## config.mk

```make
export PLATFORM = sky130hd
export DESIGN_NAME = audio_dac_write
export DESIGN_NICKNAME = d
export VERILOG_FILES = /design/src/rtl/audio_serial_pkg.sv /design/src/rtl/serial_tick_div.sv /design/src/rtl/audio_dac_write.sv
export SDC_FILE = /design/constraint.sdc
export NUM_CORES = 1
export LEC_CHECK = 0
export BUFFER_PORTS_ARGS = -buffer_cell sky130_fd_sc_hd__buf_2
export CORE_AREA = 2 2 67 85
export DETAILED_ROUTE_END_ITERATION = 8
export DIE_AREA = 0 0 69 87
export PLACE_DENSITY_LB_ADDON = 0.2
export SLEW_MARGIN = 20
export SYNTH_ARGS = -nofsm -noshare
export SYNTH_HDL_FRONTEND = slang
export SYNTH_HIERARCHICAL = 1
export SYNTH_SLANG_ARGS = --single-unit
```

## constraint.sdc

```tcl
create_clock -name clk -period 1.8 [get_ports clk]
set_clock_uncertainty 0.2 [all_clocks]
set_input_delay 0.09 -clock clk [delete_from_list [all_inputs] [get_ports clk]]
set_output_delay 0.09 -clock clk [all_outputs]
set_load 0.01 [all_outputs]
```

## src/rtl/audio_serial_pkg.sv

```systemverilog
// Shared definitions for the 3-wire audio serial bus (DAC writer and ADC reader).
package audio_serial_pkg;

  localparam int unsigned CLK_DIV_DEF   = 4;
  localparam int unsigned AUDIO_DATA_W  = 16;
  localparam int unsigned AUDIO_FRAME_W = 24;

  // Power-down mode field carried in every DAC frame
  localparam logic [1:0] PD_NORMAL = 2'b00;
  localparam logic [1:0] PD_1K     = 2'b01;
  localparam logic [1:0] PD_100K   = 2'b10;
  localparam logic [1:0] PD_TRI    = 2'b11;

  typedef enum logic [1:0] {
    ST_IDLE  = 2'd0,
    ST_SHIFT = 2'd1,
    ST_END   = 2'd2,
    ST_GAP   = 2'd3
  } serial_state_e;

endpackage

```

## src/rtl/serial_tick_div.sv

```systemverilog
// Free-running divider producing a one-clk tick every DIV clocks (DIV >= 2).
module serial_tick_div #(
  parameter int unsigned DIV = 4
) (
  input  logic clk_i,
  input  logic resetn_i,
  output logic tick_o
);

  localparam int unsigned CNT_W = (DIV > 1) ? $clog2(DIV) : 1;
  localparam logic [CNT_W-1:0] LAST = CNT_W'(DIV - 1);

  logic [CNT_W-1:0] cnt_q;
  logic [CNT_W-1:0] cnt_d;
  logic             tick_q;

  always_comb begin
    cnt_d = cnt_q + CNT_W'(1);
    if (cnt_q == LAST) cnt_d = '0;
  end

  // tick_q is registered from the next count so it is high exactly while cnt_q == LAST
  always_ff @(posedge clk_i) begin
    if (!resetn_i) begin
      cnt_q  <= '0;
      tick_q <= 1'b0;
    end else begin
      cnt_q  <= cnt_d;
      tick_q <= (cnt_d == LAST);
    end
  end

  assign tick_o = tick_q;

endmodule

```

## src/rtl/audio_dac_write.sv

```systemverilog
// Serial DAC writer: one-entry sample buffer feeding a 24-bit MSB-first cs/sclk/sdin frame.
module audio_dac_write
  import audio_serial_pkg::*;
#(
  parameter int unsigned CLK_DIV = CLK_DIV_DEF,
  parameter int unsigned DATA_W  = AUDIO_DATA_W,
  parameter int unsigned FRAME_W = AUDIO_FRAME_W
) (
  input  logic              clk,
  input  logic              resetn,
  input  logic [DATA_W-1:0] in_data,
  input  logic [1:0]        in_pd,
  input  logic              in_valid,
  output logic              in_ready,
  output logic              cs,
  output logic              sclk,
  output logic              sdin,
  output logic              busy,
  output logic              done
);

  localparam int unsigned CNT_W = $clog2(FRAME_W + 1);
  localparam int unsigned PAD_W = FRAME_W - DATA_W - 2;
  localparam logic [CNT_W-1:0] LAST_BIT = CNT_W'(FRAME_W);

  serial_state_e      state_q;
  logic [FRAME_W-1:0] buf_q;
  logic               in_ready_q;
  logic [FRAME_W-2:0] shreg_q;
  logic [CNT_W-1:0]   bit_cnt_q;
  logic               cs_q;
  logic               sclk_q;
  logic               sdin_q;
  logic               busy_q;
  logic               done_q;
  logic               tick;
  logic               accept;

  serial_tick_div #(
    .DIV (CLK_DIV)
  ) u_div (
    .clk_i    (clk),
    .resetn_i (resetn),
    .tick_o   (tick)
  );

  assign accept = in_valid & in_ready_q;

  // Handshake runs every clk; bus state advances only on ticks.
  // Accept and load cannot coincide: accept needs an empty buffer, load a full one.
  always_ff @(posedge clk) begin
    if (!resetn) begin
      state_q    <= ST_IDLE;
      buf_q      <= '0;
      in_ready_q <= 1'b1;
      shreg_q    <= '0;
      bit_cnt_q  <= '0;
      cs_q       <= 1'b1;
      sclk_q     <= 1'b1;
      sdin_q     <= 1'b0;
      busy_q     <= 1'b0;
      done_q     <= 1'b0;
    end else begin
      done_q <= 1'b0;

      if (accept) begin
        buf_q      <= {{PAD_W{1'b0}}, in_pd, in_data};
        in_ready_q <= 1'b0;
      end

      if (tick) begin
        unique case (state_q)
          ST_IDLE: begin
            if (!in_ready_q) begin
              shreg_q    <= buf_q[FRAME_W-2:0];
              in_ready_q <= 1'b1;
              cs_q       <= 1'b0;
              sclk_q     <= 1'b1;
              sdin_q     <= buf_q[FRAME_W-1];
              bit_cnt_q  <= '0;
              busy_q     <= 1'b1;
              state_q    <= ST_SHIFT;
            end
          end
          ST_SHIFT: begin
            if (sclk_q) begin
              sclk_q    <= 1'b0;
              bit_cnt_q <= bit_cnt_q + CNT_W'(1);
            end else if (bit_cnt_q < LAST_BIT) begin
              sclk_q  <= 1'b1;
              sdin_q  <= shreg_q[FRAME_W-2];
              shreg_q <= {shreg_q[FRAME_W-3:0], 1'b0};
            end else begin
              sclk_q  <= 1'b1;
              sdin_q  <= 1'b0;
              state_q <= ST_END;
            end
          end
          ST_END: begin
            cs_q    <= 1'b1;
            done_q  <= 1'b1;
            state_q <= ST_GAP;
          end
          ST_GAP: begin
            busy_q  <= 1'b0;
            state_q <= ST_IDLE;
          end
          default: begin
            state_q <= ST_IDLE;
          end
        endcase
      end
    end
  end

  assign in_ready = in_ready_q;
  assign cs       = cs_q;
  assign sclk     = sclk_q;
  assign sdin     = sdin_q;
  assign busy     = busy_q;
  assign done     = done_q;

endmodule

```

==> results of run 1 <==
## cell usage in the layout (no fill, tap or decap), types with 3 or more instances in the layout
master         count
o31ai_1            3
nand2_1           82
nor2_1             3
or4_1              3
nand3_1            8
nand3b_1           3
buf_4             17
clkbuf_1           3
buf_12             3
mux2i_1           27
inv_1              4
o21ai_0            6
ha_1               7
buf_2             26
a21boi_0          20
clkbuf_8          10
dlygate4sd3_1     20
mux2_2            17
a21oi_1            5
dfxtp_1           55
## layout make-up
cell class | count | share of cell area
timing repair buffer | 67 | 0.162
clock buffer | 14 | 0.0516
multi-input combinational | 205 | 0.412
inverter | 6 | 0.00743
clock inverter | 2 | 0.00297
tap | 64 | 0.0238
sequential | 57 | 0.340
## worst reg2reg max path: cells and delay by family (launching register included)
family | cells | cell delay (ns)
simple gates | 1 | 0.43
flops | 1 | 0.39
buf+inv | 2 | 0.21
compound gates | 1 | 0.21
mux | 1 | 0.18
fa+ha+maj | 1 | 0.15
## synthesized netlist by cell type (all sizes together), types with 3 or more instances
| master | instances | area, um^2 |
|---|---|---|
| mux2i | 27 | 270 |
| nor2 | 3 | 11.3 |
| o31ai | 3 | 22.5 |
| ha | 9 | 113 |
| dfxtp | 57 | 1140 |
| mux2 | 17 | 191 |
| o21ai | 6 | 30.0 |
| or4 | 4 | 30.0 |
| a21oi | 7 | 35.0 |
| nand3 | 8 | 40.0 |
| a21boi | 21 | 158 |
| inv | 6 | 22.5 |
| nand3b | 3 | 22.5 |
| nand2 | 82 | 308 |
| buf | 7 | 76.3 |
| clkbuf | 13 | 48.8 |
## logic make-up after synthesis
family	Yosys count
simple gates	111
flops	57
mux	44
compound gates	41
buf+inv	26
fa+ha+maj	9
## where the power goes
part / internal (mW) / total (mW) / switching (mW)
clock network: 0.618 / 1.12 / 0.502
registers: 1.30 / 1.33 / 0.0243
logic: 0.151 / 0.280 / 0.129
total: 2.07 / 2.73 / 0.655
## path summary, 6_finish.rpt
check	startpoint	to	slack (ns)
max reg2reg	state_q[0]	shreg_q[7]	-0.05
max	state_q[0]	shreg_q[7]	-0.05
min reg2reg	shreg_q[15]	shreg_q[15]	0.26
min	shreg_q[15]	shreg_q[15]	0.26
## what timing repair did
| item | 4_1_cts | 5_1_grt |
|---|---|---|
| hold buffers | 20 | 0 |
| gates resized for setup | 6 | 3 |
| pin swaps | 2 | 1 |
| setup endpoints to repair | 27 | 30 |
| cloned | 1 | 0 |
| hold endpoints to repair | 23 | 0 |
## metal layers
| metal | wire [um] | vias to the layer above | track usage |
|---|---|---|---|
| met5 | 0 | - | 0 |
| met4 | 140 | 0 | 0.112 |
| met3 | 122 | 11 | 0.0289 |
| met2 | 2500 | 24 | 0.321 |
| met1 | 2390 | 971 | 0.222 |
| li1 | - | 1090 | - |
## registers in the layout, summed over array words and instances (netlist names)
register	flops
buf_q	18
sdin	1
shreg_q	23
busy	1
state_q	2
in_ready	1
bit_cnt_q	5
u_div/cnt_q	2
cs	1
done	1
sclk	1
u_div/tick_o	1
==> results.md, run 1 <==
* Outcome: complete, but fails checks
* Failing checks: negative setup slack
* Final antenna-violating net count at 0
* Area of the multi-input gates at 1390 um^2
* Post-Route WL at 5.15 mm
* Clock tree buffer depth at 2
* DRC errors left at 0
* Register area share after synthesis at 0.434
* Power per Cell Area at 809 nW/um^2
* RSZ-0062 raised after global routing: yes
* Final Instance Area at 3370 um^2
* Hold path cells at 2
* Crit start category: flop
* GRT Total Usage at 0.187
* Largest family of logic cells by synthesized area: simple AND/OR/NAND/NOR gates
* Boundary Pins at 27
* Final setup margin at -0.0497 ns
* Post-route non-filler standard cell count at a little over 400
* WL/cell at 12.4 um
* Final core occ at 0.641
* Vias in the first global route at 2,063
* Initial Utilization at 0.500
* Core box area at around 5300 um^2
* Synth Area in Adders at 0.0428
* Synthesis-stage register bit count at 57
* Buf/Inv on CP at 2
* Mux cell area share after synthesis at 0.176
* Sequential Area at 1150 um^2
* Layout cell share with drive strength beyond 1 at 0.256
* CTS tree: built
* Reg2Reg Depth at 6
* Die Y at 87 um
* DP HPWL at 3.17 mm
* Congestion Overflow GR at 0
* Cell Area, Synth at 2630 um^2
* Setup violators final at 24
* Arrival time at the worst endpoint at 1.91 ns
* Synth Area in Simple Gates at 0.185
* Post-synth EDFFs at 0
* Worst path depth at 6
* Kind of critical path: reg -> reg
* Endpoints failing hold at 0
* Slew Viols, Final at 0
* Initial drt markers at 73
* Syn Inst Count at between 200 and 300
* Slew @ Worst Pin at around 0.58 ns
* Setup TNS at -0.510 ns
* CTS clk-pin slew, worst paths at 0.06 ns
* Largest net degree at the start of global routing at 48
* Async set-reset flop share out of synthesis at 0
* Minimum clock period at 1.85 ns
* Worst-Skew Late Latency at about 0.34 ns
* Nets at approximately 380
* Crit end category: flop
* Worst Path Max Fanout at 12
* Max-Cap Viols at 0
* Post-synthesis compound-gate area fraction at 0.107
* Synth warn at 6
* Net Count, Synth at 318
* Post-Synth XOR/XNOR Area at 0
* Slew HR at 0.604
* Via-per-instance ratio at 5.05
* Mean post-synth cell area at 9.13 um^2
* PortBufs at 26
* Row cnt at 30
* Crit path max-delay cell type: or3_4
* Clock sinks at 57
* Total CTS buffers at 9
* Syn-to-layout area delta at 28.1%
* Crit-path cells: inv_4 -> ha_4 -> a21bo_4 -> or3_4 -> buf_12 -> mux2i_1
* Netlist cell types at 31
* Leak at 1.47 nW
* Root Buffer: clkbuf_8
* DR vias at 2,096
* Drt pass-1 iters at 4
* # fillers at 437
* Power Total at 2.73 mW
* Die width at 69 um
* Fmax at 541 MHz
* Die Area at around 6000 um^2
* Initial antenna violation count at 0
* Setup bufs post-CTS at 0
* Largest stage delay, worst path at ~0.43 ns
* Final cycle utilization of the critical path at 1.03
* Crit path max-delay family: simple AND/OR/NAND/NOR gates
* Synth Flop Type: dfxtp_1
* Hold slack at 0.260 ns
* GP Congestion at 0.794
* First-pass GRT wire length at 9.03 mm
* Max VDD drop at ~0.47 mV
* Worst path required time at approximately 1.9 ns
* Number of diodes at 0
* DP Area at 2920 um^2
* Pre-CTS setup slack at -0.0543 ns
* Min-Delay Path Class: reg -> reg
* CTS H-Tree Depth at 3
* Inst Count DP at 378
No activity file was read; power rests on OpenSTA's default activity.
==> inputs of run 2 (changes only) <==
SYNTH_HIERARCHICAL = unset   (was 1)
==> results.md, run 2 <==
* Outcome: complete, but fails checks
* Failing checks: negative setup slack
* Synthesis-stage register bit count at 57 (unchanged)
* Area of the multi-input gates at 1390 um^2 (+0.27%)
* Switching Share at 0.238 (-0.00237)
* Final setup margin at -0.0465 ns (+0.00316 ns)
* Area contributors post-synth: dfxtp_1 (44%), nand2_1 (12%), mux2i_1 (10%)
* Post-Synth XOR/XNOR Area at 0 (unchanged)
* CTS clk-pin slew, worst paths at 0.07 ns (about the same)
* Power per Cell Area at 807 nW/um^2 (-0.35%)
* Setup violators final at 25 (+4.2%)
* Post-synthesis compound-gate area fraction at 0.115 (+0.00799)
* Worst reg2reg path startpoint: state_q[0]
* Number of diodes at 0 (unchanged)
* Slew Viols, Final at 0 (unchanged)
* GRT Total Usage at 0.184 (-0.00344)
* CTS tree: built
* Max reg flops at 23 (unchanged)
* Synth area leader: dfxtp_1
* Synth warn at 0 (-6)
* Leak at 1.46 nW (-0.29%)
* CTS H-Tree Depth at 3 (unchanged)
* Minimum clock period at 1.85 ns (-0.00316 ns)
* Largest regs: shreg_q: 23 flops, buf_q: 18 flops, bit_cnt_q: 5 flops
* GP Congestion at 0.772 (-2.8%)
* Die Y at 87 um (unchanged)
* Die Area at 6000 um^2 (unchanged)
* Clock tree buffer depth at 2 (unchanged)
* Netlist cell types at 30 (-3.2%)
* Max-Cap Viols at 0 (unchanged)
* Comb pwr share at 0.105 (+0.002)
* Layout cell share with drive strength beyond 1 at 0.261 (+0.00495)
* Worst Path Max Fanout at 10 (-2)
* Congestion Overflow GR at 0 (unchanged)
* Min-Delay Path Class: in -> reg
* Reg2Reg Depth at 6 (unchanged)
* DP HPWL at 3.38 mm (+6.5%)
* Cell Area, Synth at 2620 um^2 (-0.33%)
* Syn-to-layout area delta at 28.9%
* Cell Int Power at 2.08 mW (+0.22%)
* Syn Inst Count at 290 (+0.69%)
* Initial antenna violation count at 0 (unchanged)
* Nets at 377 (+0.27%)
* Synth Area in Adders at 0.0430 (+0.000143)
* Net Count, Synth at 320 (+0.63%)
* FF-to-FF setup slack at -0.05 ns (about the same)
* Crit end category: flop
* Final antenna-violating net count at 0 (unchanged)
* Commonest non-fill, non-tap cells in the layout: nand2_1 (83), dfxtp_1 (55), buf_2 (27)
* Top reg by flops: shreg_q
* Largest net degree at the start of global routing at 47 (-2.1%)
* Synth Flop Type: dfxtp_1
* Initial Utilization at 0.499 (-0.00167)
* Terminus of the critical flop-to-flop path: shreg_q[12]
* Mean post-synth cell area at 9.04 um^2 (-1.0%)
* DR vias at 2,096 (unchanged)
* RSZ-0062 raised after global routing: yes
* Largest family of logic cells by synthesized area: simple AND/OR/NAND/NOR gates
* Fmax at 542 MHz (+0.17%)
* Hold path cells at 3 (+1)
* Arrival time at the worst endpoint at 1.87 ns (-0.04 ns)
* Kind of critical path: reg -> reg
* Slew @ Worst Pin at 0.399 ns (-0.178 ns)
* Endpoints failing hold at 0 (unchanged)
* Mux cell area share after synthesis at 0.176 (+0.000587)
* Row cnt at 30 (unchanged)
* Top-count cell post-synth: nand2_1
* CP Launch Point: state_q[0]
* Sequential Area at 1150 um^2 (unchanged)
* Synth Area in Simple Gates at 0.183 (-0.00225)
* Worst path required time at 1.82 ns (-0.04 ns)
* Vias in the first global route at 1,938 (-6.1%)
* Clock sinks at 57 (unchanged)
* Post-synth top cells: nand2_1 (83), dfxtp_1 (57), mux2i_1 (27)
* Drt pass-1 iters at 4 (unchanged)
* Slew HR at 0.728 (+0.124)
* First-pass GRT wire length at 8.65 mm (-4.3%)
* Crit start category: flop
* Total CTS buffers at 9 (unchanged)
* Commonest non-fill, non-tap cell in the layout: nand2_1
* # fillers at 440 (+0.69%)
* Boundary Pins at 27 (unchanged)
* Final cycle utilization of the critical path at 1.03 (-0.00176)
* Die width at 69 um (unchanged)
* Initial drt markers at 48 (-34%)
* Clock power frac at 0.408 (-0.003)
* Post-synth EDFFs at 0 (unchanged)
* Hold slack at 0.0357 ns (-0.225 ns)
* Net Sw Power at 0.648 mW (-1.1%)
* Via-per-instance ratio at 5.04 (-0.24%)
* Core box area at 5260 um^2 (unchanged)
* Root Buffer: clkbuf_8
* Max VDD drop at 0.562 mV (+18%)
* DRC errors left at 0 (unchanged)
* Final Instance Area at 3380 um^2 (+0.26%)
* WL/cell at 12.3 um (-0.78%)
* Hold wc startpoint: in_valid
* DP Area at 2950 um^2 (+0.81%)
* Yosys top cell area share at 0.435 (+0.00145)
* Hold EP: in_ready
* Worst-Skew Late Latency at 0.34 ns (about the same)
* Power Total at 2.72 mW (about the same)
* PortBufs at 26 (unchanged)
* Post-Route WL at 5.13 mm (-0.54%)
* Register area share after synthesis at 0.435 (+0.00145)
* Async set-reset flop share out of synthesis at 0 (unchanged)
* Seq pwr share at 0.487 (about the same)
## run 2: area by class of cell
cell class	instances	share of cell area
clock buffer	14	0.0515
clock inverter	2	0.00296
inverter	5	0.00556
multi-input combinational	207	0.412
sequential	57	0.339
tap	64	0.0237
timing repair buffer	67	0.165
## run 2: timing repair
item                                   CTS  global route
hold buffers                            19             0
pin swaps                                2             1
gates cloned                             1             0
resized for setup                        8             7
endpoints found under the hold margin   25             0
setup endpoints to repair               27            30
buffers inserted                         1             0
## run 2: routing by layer
layer,vias up,part of all wire,GRT usage
li1,1095,-,-
met1,967,0.46,0.203
met2,24,0.50,0.330
met3,10,0.031,0.0590
met4,0,0.017,0.0695
met5,-,0,0
## run 2: critical path, cell delays in order, from the launching register on
cell     delay (ns)
dfxtp_4        0.38
inv_2          0.04
ha_2           0.18
a21bo_1        0.20
or3_4          0.43
buf_8          0.17
mux2i_1        0.12
## run 2: power by group through the flow
stage / Sequential, mW / Combinational [mW] / Clock, mW
finish: 1.33 / 0.286 / 1.11
detailed placement: 1.35 / 0.250 / 0
global route: 1.33 / 0.320 / 1.20
global placement: 1.35 / 0.246 / 0
floorplan: 1.35 / 0.157 / 0
CTS: 1.33 / 0.287 / 1.14
## run 2: worst max path at each step
stage,end,slack [ns]
finish,shreg_q[12],-0.05
detailed placement,shreg_q[17],-0.05
CTS,shreg_q[6],-0.04
floorplan,shreg_q[0],-0.11
global placement,shreg_q[4],-0.02
global route,shreg_q[18],-0.10
## run 2: cell families after synthesis
family	count (synthesis)
AO/OA/AOI/OAI	44
adder cells (fa/ha/maj)	9
buffers and inverters	26
flip-flops	57
multiplexers	44
AND/OR/NAND/NOR	110
## run 2: through the flow
step                      TNS, ns  instances  setup slack, ns  utilization
final                      -0.709        416          -0.0465        0.643
after global routing        -1.98        416           -0.103        0.643
after CTS                  -0.567        416          -0.0352        0.639
after detailed placement    -1.08        379          -0.0545        0.561
after global placement     -0.385        379          -0.0224        0.561
after floorplan             -2.37        290           -0.111            -
